--- src/rtl/thermo_code_gen_if.sv ---
`default_nettype none
// ============================================================================
// Module      : thermo_code_gen_if
// Description : Request/response bundle for the thermometer-code stimulus
//               generator. The master side issues single-shot or sweep
//               requests and observes the emulated FF column; the slave side
//               is the generator itself.
//
//   Request side (master -> slave)
//     bin_in       requested bin for a single shot
//     bin_valid    single-shot request strobe
//     sweep_start  launch a sweep over bins 0..NUM_FF-4
//     hold_cycles  cycles each pattern is held (0 behaves as 1)
//     bubble_en    inject a one-bit bubble two positions below the edge
//   Response side (slave -> master)
//     bin_ready     generator idle, a request is taken this cycle
//     pattern_out   emulated FF column snapshot
//     pattern_valid pattern_out carries a coded bin
//     expected_bin  bin the stop decoder must report for pattern_out
//     busy          generator not idle
//     sweep_done    single-cycle pulse on the final gap of a sweep
//
// Revision    : 1.0 - initial release
// ============================================================================
interface thermo_code_gen_if #(
    parameter int NUM_FF    = 64,
    parameter int BITS_DECO = 8,
    parameter int HOLD_W    = 8
);
    logic [BITS_DECO-1:0] bin_in;
    logic                 bin_valid;
    logic                 bin_ready;
    logic                 sweep_start;
    logic [HOLD_W-1:0]    hold_cycles;
    logic                 bubble_en;
    logic [NUM_FF-1:0]    pattern_out;
    logic                 pattern_valid;
    logic [BITS_DECO-1:0] expected_bin;
    logic                 busy;
    logic                 sweep_done;

    modport master (
        output bin_in,
        output bin_valid,
        output sweep_start,
        output hold_cycles,
        output bubble_en,
        input  bin_ready,
        input  pattern_out,
        input  pattern_valid,
        input  expected_bin,
        input  busy,
        input  sweep_done
    );

    modport slave (
        input  bin_in,
        input  bin_valid,
        input  sweep_start,
        input  hold_cycles,
        input  bubble_en,
        output bin_ready,
        output pattern_out,
        output pattern_valid,
        output expected_bin,
        output busy,
        output sweep_done
    );
endinterface
`default_nettype wire

--- src/rtl/thermo_code_gen.sv ---
`default_nettype none
// ============================================================================
// Module      : thermo_code_gen
// Description : Thermometer-code stimulus generator standing in for the live
//               carry-chain capture in front of the TDC stop decoder. For a
//               bin b in 1..NUM_FF-4 the column has bits [b-1:0] clear and
//               bits [NUM_FF-1:b] set; bin 0 is an all-zero column (no edge).
//               An optional bubble sets bit b-2, which the decoder must
//               reject because it looks for a zero followed by four ones.
//               Each pattern is held for max(hold_cycles,1) cycles and is
//               followed by one all-zero gap cycle. A sweep walks every bin
//               0..NUM_FF-4 with the hold and bubble settings captured at
//               launch.
//
//   Ports
//     clk   : single clock, rising edge
//     rst_n : asynchronous active-low reset
//     bus   : thermo_code_gen_if.slave (request inputs, pattern outputs)
//
//   Parameters
//     NUM_FF    : emulated FF column width, at least 6
//     BITS_DECO : bin number width, 2**BITS_DECO > NUM_FF-4
//     HOLD_W    : hold-count width
//
// Revision    : 1.0 - initial release
// ============================================================================
module thermo_code_gen #(
    parameter int NUM_FF    = 64,
    parameter int BITS_DECO = 8,
    parameter int HOLD_W    = 8
) (
    input  wire logic          clk,
    input  wire logic          rst_n,
    thermo_code_gen_if.slave   bus
);

    // ------------------------------------------------------------------------
    // Constants
    // ------------------------------------------------------------------------
    // Highest bin that still leaves four ones above the edge.
    localparam logic [BITS_DECO-1:0] c_max_bin  = BITS_DECO'(NUM_FF - 4);
    localparam logic [BITS_DECO-1:0] c_bin_one  = BITS_DECO'(1);
    localparam logic [HOLD_W-1:0]    c_hold_one = HOLD_W'(1);

    // ------------------------------------------------------------------------
    // State machine encoding
    // ------------------------------------------------------------------------
    typedef enum logic [1:0] {
        S_IDLE  = 2'd0,
        S_DRIVE = 2'd1,
        S_GAP   = 2'd2
    } state_t;

    state_t r_state;
    state_t w_state_nxt;

    // ------------------------------------------------------------------------
    // Registered state and outputs
    // ------------------------------------------------------------------------
    logic [BITS_DECO-1:0] r_bin;       // bin currently presented
    logic [HOLD_W-1:0]    r_hold;      // hold count latched at accept
    logic                 r_bubble;    // bubble enable latched at accept
    logic                 r_sweep;     // a sweep is in progress
    logic [HOLD_W-1:0]    r_cnt;       // remaining DRIVE cycles minus one
    logic [NUM_FF-1:0]    r_pattern;
    logic                 r_pvalid;
    logic [BITS_DECO-1:0] r_expected;
    logic                 r_busy;
    logic                 r_done;

    logic [BITS_DECO-1:0] w_bin_nxt;
    logic [HOLD_W-1:0]    w_hold_nxt;
    logic                 w_bubble_nxt;
    logic                 w_sweep_nxt;
    logic [HOLD_W-1:0]    w_cnt_nxt;
    logic [NUM_FF-1:0]    w_pattern_nxt;
    logic                 w_pvalid_nxt;
    logic [BITS_DECO-1:0] w_expected_nxt;
    logic                 w_busy_nxt;
    logic                 w_done_nxt;

    // ------------------------------------------------------------------------
    // Request decode
    // ------------------------------------------------------------------------
    // sweep_start wins over a coincident bin_valid; the single-shot request
    // is simply not taken and must be held by the requester.
    logic w_is_idle;
    logic w_accept_sweep;
    logic w_accept_single;
    logic w_accept;

    assign w_is_idle       = (r_state == S_IDLE);
    assign w_accept_sweep  = w_is_idle && bus.sweep_start;
    assign w_accept_single = w_is_idle && !bus.sweep_start && bus.bin_valid;
    assign w_accept        = w_accept_sweep || w_accept_single;

    // Out-of-range single-shot requests collapse to bin 0 (no edge).
    logic [BITS_DECO-1:0] w_req_bin;
    assign w_req_bin = (bus.bin_in > c_max_bin) ? '0 : bus.bin_in;

    // ------------------------------------------------------------------------
    // Load values for the next DRIVE phase
    // ------------------------------------------------------------------------
    // In IDLE the settings come straight from the request; in GAP (next bin
    // of a sweep) they come from the values latched at sweep launch.
    logic [BITS_DECO-1:0] w_ld_bin;
    logic                 w_ld_bubble;
    logic [HOLD_W-1:0]    w_ld_hold;
    logic [HOLD_W-1:0]    w_ld_cnt;

    always_comb begin
        w_ld_bin    = r_bin + c_bin_one;
        w_ld_bubble = r_bubble;
        w_ld_hold   = r_hold;
        if (w_is_idle) begin
            w_ld_bin    = bus.sweep_start ? '0 : w_req_bin;
            w_ld_bubble = bus.bubble_en;
            w_ld_hold   = bus.hold_cycles;
        end
    end

    // A hold of zero behaves as one; the counter runs from H-1 down to 0.
    assign w_ld_cnt = (w_ld_hold == '0) ? '0 : (w_ld_hold - c_hold_one);

    // ------------------------------------------------------------------------
    // Thermometer pattern for w_ld_bin
    // ------------------------------------------------------------------------
    // Comparisons are done at 32 bits so the column index never truncates
    // when NUM_FF exceeds the bin width range.
    logic [31:0]       w_ld_bin32;
    logic              w_edge_present;
    logic              w_bubble_active;
    logic [NUM_FF-1:0] w_ld_pattern;

    assign w_ld_bin32      = 32'(w_ld_bin);
    assign w_edge_present  = (w_ld_bin != '0);
    // Bins 0 and 1 have no room for a bubble below the edge.
    assign w_bubble_active = w_ld_bubble && (w_ld_bin32 >= 32'd2);

    genvar gi;
    generate
        for (gi = 0; gi < NUM_FF; gi++) begin : g_col_bit
            localparam logic [31:0] c_idx     = 32'(gi);
            localparam logic [31:0] c_idx_p2  = 32'(gi + 2);
            assign w_ld_pattern[gi] =
                (w_edge_present && (c_idx >= w_ld_bin32)) ||
                (w_bubble_active && (c_idx_p2 == w_ld_bin32));
        end
    endgenerate

    // ------------------------------------------------------------------------
    // Next-state and next-output logic
    // ------------------------------------------------------------------------
    always_comb begin
        w_state_nxt    = r_state;
        w_bin_nxt      = r_bin;
        w_hold_nxt     = r_hold;
        w_bubble_nxt   = r_bubble;
        w_sweep_nxt    = r_sweep;
        w_cnt_nxt      = r_cnt;
        w_pattern_nxt  = r_pattern;
        w_pvalid_nxt   = r_pvalid;
        w_expected_nxt = r_expected;
        w_busy_nxt     = r_busy;
        w_done_nxt     = 1'b0;

        case (r_state)
            S_IDLE: begin
                w_pattern_nxt = '0;
                w_pvalid_nxt  = 1'b0;
                w_busy_nxt    = 1'b0;
                if (w_accept) begin
                    w_state_nxt    = S_DRIVE;
                    w_bin_nxt      = w_ld_bin;
                    w_hold_nxt     = w_ld_hold;
                    w_bubble_nxt   = w_ld_bubble;
                    w_sweep_nxt    = w_accept_sweep;
                    w_cnt_nxt      = w_ld_cnt;
                    w_pattern_nxt  = w_ld_pattern;
                    w_pvalid_nxt   = 1'b1;
                    w_expected_nxt = w_ld_bin;
                    w_busy_nxt     = 1'b1;
                end
            end

            S_DRIVE: begin
                if (r_cnt == '0) begin
                    w_state_nxt   = S_GAP;
                    w_pattern_nxt = '0;
                    w_pvalid_nxt  = 1'b0;
                    // The gap after the last bin of a sweep carries the
                    // completion pulse.
                    w_done_nxt    = r_sweep && (r_bin == c_max_bin);
                end else begin
                    w_cnt_nxt = r_cnt - c_hold_one;
                end
            end

            S_GAP: begin
                if (r_sweep && (r_bin < c_max_bin)) begin
                    w_state_nxt    = S_DRIVE;
                    w_bin_nxt      = w_ld_bin;
                    w_cnt_nxt      = w_ld_cnt;
                    w_pattern_nxt  = w_ld_pattern;
                    w_pvalid_nxt   = 1'b1;
                    w_expected_nxt = w_ld_bin;
                end else begin
                    w_state_nxt = S_IDLE;
                    w_sweep_nxt = 1'b0;
                    w_busy_nxt  = 1'b0;
                end
            end

            default: begin
                w_state_nxt   = S_IDLE;
                w_sweep_nxt   = 1'b0;
                w_pattern_nxt = '0;
                w_pvalid_nxt  = 1'b0;
                w_busy_nxt    = 1'b0;
            end
        endcase
    end

    // ------------------------------------------------------------------------
    // State register
    // ------------------------------------------------------------------------
    always_ff @(posedge clk or negedge rst_n) begin
        if (!rst_n) begin
            r_state    <= S_IDLE;
            r_bin      <= '0;
            r_hold     <= '0;
            r_bubble   <= 1'b0;
            r_sweep    <= 1'b0;
            r_cnt      <= '0;
            r_pattern  <= '0;
            r_pvalid   <= 1'b0;
            r_expected <= '0;
            r_busy     <= 1'b0;
            r_done     <= 1'b0;
        end else begin
            r_state    <= w_state_nxt;
            r_bin      <= w_bin_nxt;
            r_hold     <= w_hold_nxt;
            r_bubble   <= w_bubble_nxt;
            r_sweep    <= w_sweep_nxt;
            r_cnt      <= w_cnt_nxt;
            r_pattern  <= w_pattern_nxt;
            r_pvalid   <= w_pvalid_nxt;
            r_expected <= w_expected_nxt;
            r_busy     <= w_busy_nxt;
            r_done     <= w_done_nxt;
        end
    end

    // ------------------------------------------------------------------------
    // Outputs
    // ------------------------------------------------------------------------
    // bin_ready is the only combinational output: decoded IDLE, forced low
    // while reset is held.
    assign bus.bin_ready     = w_is_idle && rst_n;
    assign bus.pattern_out   = r_pattern;
    assign bus.pattern_valid = r_pvalid;
    assign bus.expected_bin  = r_expected;
    assign bus.busy          = r_busy;
    assign bus.sweep_done    = r_done;

endmodule
`default_nettype wire

--- src/flat_wrapper.sv ---
// flat-port wrapper written by rule: the top's interface ports become plain ports
module thermo_code_gen_flat 
#(
    parameter int NUM_FF    = 64,
    parameter int BITS_DECO = 8,
    parameter int HOLD_W    = 8
)
  (clk, rst_n, bus_bin_in, bus_bin_valid, bus_sweep_start, bus_hold_cycles, bus_bubble_en, bus_bin_ready, bus_pattern_out, bus_pattern_valid, bus_expected_bin, bus_busy, bus_sweep_done);
  thermo_code_gen_if #(.NUM_FF(NUM_FF), .BITS_DECO(BITS_DECO), .HOLD_W(HOLD_W)) bus_i ();
  input  wire logic clk;
  input  wire logic rst_n;
  input wire logic [$bits(bus_i.bin_in)-1:0] bus_bin_in;
  input wire logic [$bits(bus_i.bin_valid)-1:0] bus_bin_valid;
  input wire logic [$bits(bus_i.sweep_start)-1:0] bus_sweep_start;
  input wire logic [$bits(bus_i.hold_cycles)-1:0] bus_hold_cycles;
  input wire logic [$bits(bus_i.bubble_en)-1:0] bus_bubble_en;
  output wire logic [$bits(bus_i.bin_ready)-1:0] bus_bin_ready;
  output wire logic [$bits(bus_i.pattern_out)-1:0] bus_pattern_out;
  output wire logic [$bits(bus_i.pattern_valid)-1:0] bus_pattern_valid;
  output wire logic [$bits(bus_i.expected_bin)-1:0] bus_expected_bin;
  output wire logic [$bits(bus_i.busy)-1:0] bus_busy;
  output wire logic [$bits(bus_i.sweep_done)-1:0] bus_sweep_done;
  assign bus_i.bin_in = bus_bin_in;
  assign bus_i.bin_valid = bus_bin_valid;
  assign bus_i.sweep_start = bus_sweep_start;
  assign bus_i.hold_cycles = bus_hold_cycles;
  assign bus_i.bubble_en = bus_bubble_en;
  assign bus_bin_ready = bus_i.bin_ready;
  assign bus_pattern_out = bus_i.pattern_out;
  assign bus_pattern_valid = bus_i.pattern_valid;
  assign bus_expected_bin = bus_i.expected_bin;
  assign bus_busy = bus_i.busy;
  assign bus_sweep_done = bus_i.sweep_done;
  thermo_code_gen #(.NUM_FF(NUM_FF), .BITS_DECO(BITS_DECO), .HOLD_W(HOLD_W)) u_core (.clk(clk), .rst_n(rst_n), .bus(bus_i));
endmodule
--- config.mk ---
export PLATFORM = sky130hd
export DESIGN_NAME = thermo_code_gen_flat
export DESIGN_NICKNAME = d
export VERILOG_FILES = /design/src/rtl/thermo_code_gen_if.sv /design/src/rtl/thermo_code_gen.sv /design/src/flat_wrapper.sv
export SDC_FILE = /design/constraint.sdc
export NUM_CORES = 1
export LEC_CHECK = 0
export CAP_MARGIN = 20
export CORE_ASPECT_RATIO = 1.2
export CORE_UTILIZATION = 25
export CTS_BUF_LIST = sky130_fd_sc_hd__clkbuf_4
export DETAILED_ROUTE_END_ITERATION = 8
export HOLD_SLACK_MARGIN = 0.03
export PLACE_DENSITY_LB_ADDON = 0.2
export SETUP_SLACK_MARGIN = 0.4
export SLEW_MARGIN = 20
export SYNTH_ARGS = -nofsm -noshare
export SYNTH_HDL_FRONTEND = slang
export SYNTH_SLANG_ARGS = --single-unit
export TNS_END_PERCENT = 50
--- constraint.sdc ---
create_clock -name clk -period 2.99 [get_ports clk]
set_input_delay 0.299 -clock clk [delete_from_list [all_inputs] [get_ports clk]]
set_output_delay 0.299 -clock clk [all_outputs]
set_load 0.005 [all_outputs]
# After elaboration in Yosys (flattened, before gate mapping)
# Index checks and enable logic that the tools add are counted.
word_totals:
  ff_bits: 95
  in_bits: 21
op_classes:
  n_eq_ne: 72
  magnitude_cmp: 67
  reduce_logical: 214
  muxes: 31
  n_addsub: 3
  n_bitwise: 1
op_table:
  columns: ["cell", "count"]
  rows:
  - ["6-bit by 8-bit == test with 1-bit output, first input constant", 32]
  - ["6-bit by 8-bit >= comparator with 1-bit output, first input constant", 32]
  - ["64-bit 2-to-1 mux", 3]
  - ["64-bit one-hot mux with 3 select lines", 1]
  - ["1-bit logical AND", 135]
  - ["5-bit by 8-bit == test with 1-bit output, first input constant", 16]
  - ["5-bit by 8-bit >= comparator with 1-bit output, first input constant", 16]
  - ["8-bit 2-to-1 mux", 10]
  - ["1-bit logical OR", 65]
  - ["4-bit by 8-bit == test with 1-bit output, first input constant", 8]
  - ["4-bit by 8-bit >= comparator with 1-bit output, first input constant", 8]
  - ["3-bit by 8-bit == test with 1-bit output, first input constant", 4]
  - ["3-bit by 8-bit >= comparator with 1-bit output, first input constant", 4]
  - ["8-bit one-hot mux with 3 select lines", 1]
  - ["2-bit by 8-bit == test with 1-bit output, first input constant", 2]
  - ["7-bit by 8-bit == test with 1-bit output, first input constant", 2]
  - ["1-bit by 8-bit >= comparator with 1-bit output, first input constant", 2]
  - ["2-bit by 8-bit >= comparator with 1-bit output, first input constant", 2]
  - ["8-bit logical NOT", 2]
  - ["8-bit one-hot mux with 2 select lines", 1]
  - ["8-bit by 1-bit subtractor with 8-bit output, second input constant", 2]
  - ["1-bit 2-to-1 mux", 9]
  - ["1-bit one-hot mux with 3 select lines", 3]
  - ["8-bit by 1-bit adder with 8-bit output, second input constant", 1]
  - ["other kinds (19)", 27]

# Logic depth before layout (Yosys ltp)
# Gate-level depths: netlist of the first run.
logic_depth:
  depth_word: 10
  depth_mapped: 9
  depth_no_buf: 9

# Least setup slack after synthesis of the first run
# No wires, ideal clock.
synth_timing:
  kind: "register to register"
  startpoint: "register u_core.r_state[1]"
  endpoint: "register u_core.r_cnt[5]"
  slack_ps: 136
  setup_ps: 121
  path_stages_with_launch: 10
  path_buffers: 1
  t_arrival_ps: 2734
  period_less_slack_ps: 2854
  cell_sequence: "dfrtp_1 -> nor2_1 -> clkbuf_1 -> mux2i_1 -> ha_1 -> inv_1 -> or3_1 -> o21ai_0 -> o22ai_1 -> a22o_1"
synth_via:
  elab_chain_len: 6
synth_lines:
  columns: ["item", "line_no", "source"]
  rows:
  - ["from (decl)", "thermo_code_gen.sv:54", "state_t r_state;"]
  - ["from (signal assigned)", "thermo_code_gen.sv:241", "r_state <= w_state_nxt;"]
  - ["2-bit logical NOT", "thermo_code_gen.sv:92, thermo_code_gen.sv:167", null]
  - ["8-bit 2-to-1 mux / 1-bit logical AND (equally long branches)", "thermo_code_gen.sv:115, thermo_code_gen.sv:94", null]
  - ["8-bit by 1-bit subtractor with 8-bit output, or another cell as far along", "thermo_code_gen.sv:123", "assign w_ld_cnt = (w_ld_hold == '0) ? '0 : (w_ld_hold - c_hold_one);"]
  - ["8-bit 2-to-1 mux / 1-bit logical OR (equally long branches)", "thermo_code_gen.sv:123, thermo_code_gen.sv:95", null]
  - ["8-bit 2-to-1 mux, or another cell as far along", "thermo_code_gen.sv:200", "if (r_sweep && (r_bin < c_max_bin)) begin"]
  - ["8-bit one-hot mux with 3 select lines / 4-bit AND reduction (equally long branches)", null, null]
  - ["to (signal assigned)", "thermo_code_gen.sv:246", "r_cnt <= w_cnt_nxt;"]
  - ["to (decl)", "thermo_code_gen.sv:64", "logic [HOLD_W-1:0] r_cnt;"]
# Parallel ways exist; a longest one is shown, timed or not. The select of a mux whose other input is x is not followed.
# A chain may end at the register's enable or synchronous reset.

# Worst setup path in the final report of the first run
layout_timing:
  startpoint: "register u_core.r_state[0]"
  endpoint: "register u_core.r_cnt[6]"
# The elaborated chain is that of the path after synthesis.

==> reports/results.ini, run 1 <==
[outcome]
status=completed

[sta]
finalWorstSetupSlack_ns=0.408
setup_violations=0
relSlewSlack=0.474
slew_viol_final=0
layout_min_cycle_time_ns=2.58
hold_viol=0
fmax_mhz=387
fin_tns_setup_ns=0
whs_ns=0.496
rsz0062_at_grt=true
fin_skew_ns=0.0187
finalCritPeriodShare=0.864
tightestPinTransition_ns=0.786

[worst_setup_path]
path_delay_family=simple AND/OR/NAND/NOR gates
cp_common_cell=buf_4
critical_path_class=flop to flop
cp_slowest_cell=dfrtp_1
cp-end-kind=flop
crit_required_ns=3.37
reg2reg_setup_slack_ns=0.41
path_buf_inv=3
critPathMaxStageDelay_ns=0.46
worstPathCellList=nor2_4 -> buf_4 -> mux2i_2 -> ha_2 -> inv_1 -> or3_4 -> a211oi_2 -> a211oi_1 -> buf_4 -> a211o_1
crit_arrival_ns=2.96
critPathMaxFanout=4
cp-start-kind=flop

[floorplanning]
start_util=0.254
coreArea_um2=21600
die_w_um=137
io_pins=97
die-height_um=164
dieArea_um2=22500
rows=59

[clock_network]
clockRootBuffer=clkbuf_4
cts.sinks=95
cts_buffers=9
clk_latency_ns=0.49
cts_max_level=3
clk_path_buf_depth=2
tritoncts=done
clk_pin_slew_ns=0.14

[synth]
yosysWarnings=0
synth-seq-area-share=0.433
ys_ff_latch=95
synth.distinct_cells=76
synth-edff-count=0
synth_ff_type=dfrtp_1
synth.avg_cell_area_um2=9.27
synth_cells=592
synth_nets=617
netlist_area_um2=5490
synthArstFlopShare=1.00

[power]
ir_drop_mv=0.139
leakagePower_uw=0.00310
power_per_cell_area_nw_per_um2=292

[run]
maxCapViolCount=0

[placed_design]
numPortBuffers=96
place_worst_setup_slack_ns=-0.126
dp.final_hpwl_mm=17.4
gp_congestion=0.900

[global_routing]
grt_overflow=0
grt_pass1_wl_mm=34.0
grt_max_degree=51
grt_pass1_vias=5859
grt_usage=0.205
antenna_found_initial=1

[final_layout]
final_util=0.357
drive_above_1_share=0.232
mostFrequentLayoutCells=99 x buf_4, 95 x clkdlybuf4s50_1, 92 x dfrtp_1
area_growth_pct=40.7
mostFrequentLayoutCell=buf_4
fin_nets=792

[route]
drcViolationCount=0
drt_first_pass_iters=5
via_count=5680
drt_iter0_drc=331
wl_per_cell_um=21.0
wl_mm=22.0
vias_per_cell=5.43
postRouteAntennaNets=0

[min_path]
hold_class=flop to flop

-- worst paths after layout --
| kind | from | end | cells after the start |
|---|---|---|---|
| worst min register to register | u_core.bus.pattern_out[63] | u_core.bus.pattern_out[63] | 2 |
| max in group asynchronous | rst_n | u_core.r_state[1] | 3 |
| worst min-delay path | u_core.bus.pattern_out[63] | u_core.bus.pattern_out[63] | 2 |
| worst max-delay path | u_core.r_state[0] | u_core.r_cnt[6] | 10 |
| worst max register to register | u_core.r_state[0] | u_core.r_cnt[6] | 10 |
| min in group asynchronous | rst_n | u_core.bus.pattern_out[26] | 3 |
-- registers in the layout, indices dropped and copies added, names as in the netlist --
signal	count
u_core.bus.busy	1
u_core.bus.pattern_out	64
u_core.bus.pattern_valid	1
u_core.bus.sweep_done	1
u_core.r_bin	8
u_core.r_bubble	1
u_core.r_cnt	8
u_core.r_hold	8
u_core.r_state	2
u_core.r_sweep	1
-- synthesized netlist by cell type (all sizes together) (4+ instances only) --
master	instances	area (um^2)
dfrtp	95	2380
nand2	72	270
nor2	60	235
o21ai	33	165
a21oi	29	145
nor3	24	146
a221o	23	230
clkbuf	20	75.1
nor4	18	134
nand3	16	85.1
buf	13	66.3
o221ai	13	114
mux2i	11	110
inv	10	37.5
mux2	8	90.1
nand4	8	56.3
or2	8	50.1
or3	8	50.1
a22o	7	61.3
and3	7	43.8
a211o	6	52.6
a32oi	6	52.6
and2	6	37.5
nand2b	6	37.5
nor2b	6	37.5
a211oi	5	55.1
o211ai	5	37.5
o22ai	5	31.3
a22oi	4	30.0
ha	4	50.1
o21bai	4	30.0
-- worst min-delay path: stages, from the launching register on --
cell and delay, ns:
dfrtp_1 0.37, nand2_1 0.05, nand2_1 0.06
-- power breakdown --
| part | total, uW | switching, uW | leakage [uW] | internal [uW] |
|---|---|---|---|---|
| Clock | 606 | 438 | 0.0000580 | 169 |
| Sequential | 1330 | 24.0 | 0.000999 | 1310 |
| Combinational | 311 | 173 | 0.00205 | 139 |
-- layer usage --
metal / vias to the layer above / wire length, um / GRT usage
met5: - / 0 / 0
met4: 0 / 811 / 0.113
met3: 46 / 1010 / 0.0296
met2: 194 / 11200 / 0.350
met1: 2824 / 9050 / 0.245
li1: 2616 / - / -
-- layout make-up --
| type | count | area (um^2) |
|---|---|---|
| diodes | 1 | 2.50 |
| clock buffers | 10 | 75.1 |
| clock inverters | 6 | 27.5 |
| fillers | 2246 | 13900 |
| inverters | 10 | 37.5 |
| multi-input cells | 454 | 3120 |
| flip-flops and latches | 95 | 2380 |
| well taps | 274 | 343 |
| repair buffers | 197 | 1740 |
-- stage by stage --
step,total power (uW),std cells,cell area [um^2]
2_1_floorplan,1470,592,5490
3_3_place_gp,1660,1020,7360
3_5_place_dp,1660,1020,7360
4_1_cts,2280,1043,7600
5_1_grt,2360,1047,7720
6_report,2250,1047,7720
-- what timing repair did --
item / 4_1_cts / 5_1_grt
buffers inserted: 6 / 3
setup endpoints to repair: 54 / 53
hold buffers: 1 / 0
hold endpoints to repair: 95 / 0
cloned: 0 / 0
resized for setup: 23 / 21
pin swaps: 3 / 4
-- cell families (layout without fill, tap and decap cells) --
family,after synthesis,in the layout,share of synthesized area
AO/OA/AOI/OAI,175,175,0.246
XOR/XNOR,6,6,0.00958
adder cells (fa/ha/maj),4,4,0.00912
buffers and inverters,43,223,0.0326
flip-flops,95,95,0.433
multiplexers,19,19,0.0365
other,0,1,0
AND/OR/NAND/NOR,250,250,0.233
(Power assumes the default switching activity.)
==> inputs of run 2 (changes only) <==
--- a/config.mk
+++ b/config.mk
@@ -7,8 +7,9 @@
 export LEC_CHECK = 0
 export CAP_MARGIN = 20
 export CORE_ASPECT_RATIO = 1.2
-export CORE_UTILIZATION = 25
+export CORE_UTILIZATION = 50
 export CTS_BUF_LIST = sky130_fd_sc_hd__clkbuf_4
+export CTS_CLUSTER_SIZE = 10
 export DETAILED_ROUTE_END_ITERATION = 8
 export HOLD_SLACK_MARGIN = 0.03
 export PLACE_DENSITY_LB_ADDON = 0.2
==> run 2 against run 1 <==
Setup slack improved by 0.026 ns. Die area fell by 49%. Cell area fell by 2.3%. The flow now finishes with violations (design-rule violations). Critical path depth fell by 2. Combinational power barely moved. Clock-buffer cell count did not move. First-iteration DRC count rose by 53%. Register-to-register slack improved by 0.03 ns. Via count rose by 2.9%. Fmax rose by 1.0%.
==> reports/results.ini, run 2 (synthesis gave the netlist of run 1 again) <==
[final_layout]
mostFrequentLayoutCells=95 x clkdlybuf4s50_1, 91 x dfrtp_1, 79 x buf_4  ; was 99 x buf_4, 95 x clkdlybuf4s50_1, 92 x dfrtp_1
area_growth_pct=37.5  ; was 40.7%
fillerInstances=865  ; was 2246
antenna_cells=0  ; was 1
fin_nets=779  ; was 792
multiInputGateArea_um2=3130  ; was 3120 um^2
mostFrequentLayoutCell=clkdlybuf4s50_1  ; was buf_4
largest_reg_flops=64  ; unchanged
seqCellArea_um2=2380  ; about the same
final_area_um2=7540  ; was 7720 um^2
drive_above_1_share=0.232  ; about the same

[sta]
fin_skew_ns=0.0163  ; was 0.0187 ns
slew_viol_final=0  ; unchanged
fmax_mhz=391  ; was 387 MHz
layout_min_cycle_time_ns=2.56  ; was 2.58 ns
setup_violations=0  ; unchanged
whs_ns=0.181  ; was 0.496 ns
relSlewSlack=0.499  ; was 0.474
finalCritPeriodShare=0.855  ; was 0.864
hold_viol=0  ; unchanged
rsz0062_at_grt=true  ; unchanged
tightestPinTransition_ns=0.752  ; was 0.786 ns

[route]
wl_per_cell_um=22.5  ; was 21.0 um
vias_per_cell=6.58  ; was 5.43
wl_mm=20.0  ; was 22.0 mm
drt_first_pass_iters=8  ; was 5
postRouteAntennaNets=0  ; unchanged
via_count=5844  ; was 5680
drt_iter0_drc=506  ; was 331
drcViolationCount=16  ; was 0

[power]
power_per_cell_area_nw_per_um2=324  ; was 292 nW/um^2
swShare=0.265  ; was 0.282
leakagePower_uw=0.00306  ; was 0.00310 uW
p_int_uw=1790  ; was 1620 uW
seq_power_share=0.546  ; was 0.592
ir_drop_mv=0.216  ; was 0.139 mV
p_comb_frac=0.128  ; was 0.138
p_switching_uw=647  ; was 634 uW
clockPowerShare=0.326  ; was 0.269

[floorplanning]
coreArea_um2=10600  ; was 21600 um^2
io_pins=97  ; unchanged
die_w_um=97.6  ; was 137 um
dieArea_um2=11400  ; was 22500 um^2
start_util=0.517  ; was 0.254
die-height_um=117  ; was 164 um
rows=41  ; was 59

[run]
maxCapViolCount=0  ; unchanged

[global_routing]
grt_pass1_wl_mm=30.9  ; was 34.0 mm
grt_pass1_vias=5774  ; was 5859
antenna_found_initial=0  ; was 1
grt_usage=0.359  ; was 0.205
grt_overflow=0  ; unchanged
grt_max_degree=51  ; unchanged

[clock_network]
clk_path_buf_depth=2  ; unchanged
clk_pin_slew_ns=0.16  ; was 0.14 ns
cts_buffers=9  ; unchanged
cts.sinks=95  ; unchanged
clockRootBuffer=clkbuf_4  ; unchanged
tritoncts=done  ; unchanged
cts_max_level=3  ; unchanged
clk_latency_ns=0.47  ; was 0.49 ns

[worst_setup_path]
cp-start-kind=flop  ; unchanged
critical_path_class=flop to flop  ; unchanged
critPathMaxFanout=10  ; was 4
cp-end-kind=flop  ; unchanged
crit_arrival_ns=2.97  ; was 2.96 ns
crit_required_ns=3.40  ; was 3.37 ns

[placed_design]
numPortBuffers=96  ; unchanged
dpl_cell_area_um2=7010  ; was 7360 um^2
dp.final_hpwl_mm=15.0  ; was 17.4 mm
gp_congestion=0.981  ; was 0.900

[outcome]
status=finished with violations  ; was completed
violations=design-rule violations

[min_path]
hold_class=input port to asynchronous set/reset pin  ; was flop to flop

## run 2: changes by cell type in the layout (fill, tap and decap cells not counted), moves of 2 or more
| cell | previous run | this run |
|---|---|---|
| nor2_1 | 52 | 49 |
| mux2i_4 | 0 | 2 |
| clkinv_1 | 5 | 2 |
| buf_4 | 99 | 79 |
| bufinv_16 | 0 | 2 |
| o21ai_1 | 4 | 6 |
| buf_6 | 1 | 7 |
| mux2i_1 | 10 | 8 |
| nor2_2 | 4 | 8 |
## run 2: worst paths after layout
path / startpoint / end / slack (ns) / depth (start not counted)
max: u_core.r_bin[6] / u_core.bus.pattern_out[20] / 0.43 / 8
min: rst_n / u_core.bus.pattern_out[59] / 0.18 / 2
max reg2reg: u_core.r_bin[6] / u_core.bus.pattern_out[20] / 0.43 / 8
min reg2reg: u_core.bus.pattern_out[63] / u_core.bus.pattern_out[63] / 0.50 / 2
max in group asynchronous: rst_n / u_core.r_state[1] / 1.86 / 3
min in group clk: u_core.bus.pattern_out[63] / u_core.bus.pattern_out[63] / 0.50 / 2
## run 2: critical path: stages (launching register included)
cell and delay (ns):
dfrtp_1 0.47, or3b_1 0.47, o32a_4 0.48, nor2_1 0.14, buf_4 0.20, nand3_1 0.14, nor4_2 0.33, buf_4 0.18
a221o_1 0.09
## run 2: layer usage
metal | vias to the layer above | part of all wire | track usage
met5 | - | 0 | 0
met4 | 0 | 0.061 | 0.246
met3 | 76 | 0.062 | 0.0539
met2 | 323 | 0.49 | 0.621
met1 | 2864 | 0.38 | 0.417
li1 | 2581 | - | -
## run 2: area by class of cell
cell class,instances,share of cell area
Timing Repair Buffer,184,0.221
Clock buffer,10,0.00995
Sequential cell,95,0.316
Inverter,10,0.00498
Clock inverter,6,0.0111
Tap cell,129,0.0214
Multi-Input combinational cell,454,0.416
## run 2: power by group through the flow
stage | Combinational, uW | Clock [uW] | Sequential, uW
floorplan | 120 | 0 | 1350
global placement | 282 | 0 | 1350
detailed placement | 288 | 0 | 1360
CTS | 300 | 808 | 1330
global route | 335 | 857 | 1340
finish | 313 | 795 | 1330
## run 2: what timing repair did
item	CTS	global route
endpoints found under the setup margin	58	63
setup buffers	9	9
resized for setup	34	29
pin swaps	4	11
hold buffers	1	0
endpoints found under the hold margin	9	0
## run 2: stage by stage
stage	power [uW]	util	instances	TNS, ns	setup slack (ns)
6_report	2440	0.710	888	0	0.434
5_1_grt	2530	0.710	888	0	0.365
4_1_cts	2440	0.694	879	0	0.357
3_5_place_dp	1640	0.660	853	-1.30	-0.125
3_3_place_gp	1640	0.660	853	-0.447	-0.0489
2_1_floorplan	1470	-	592	0	0.419
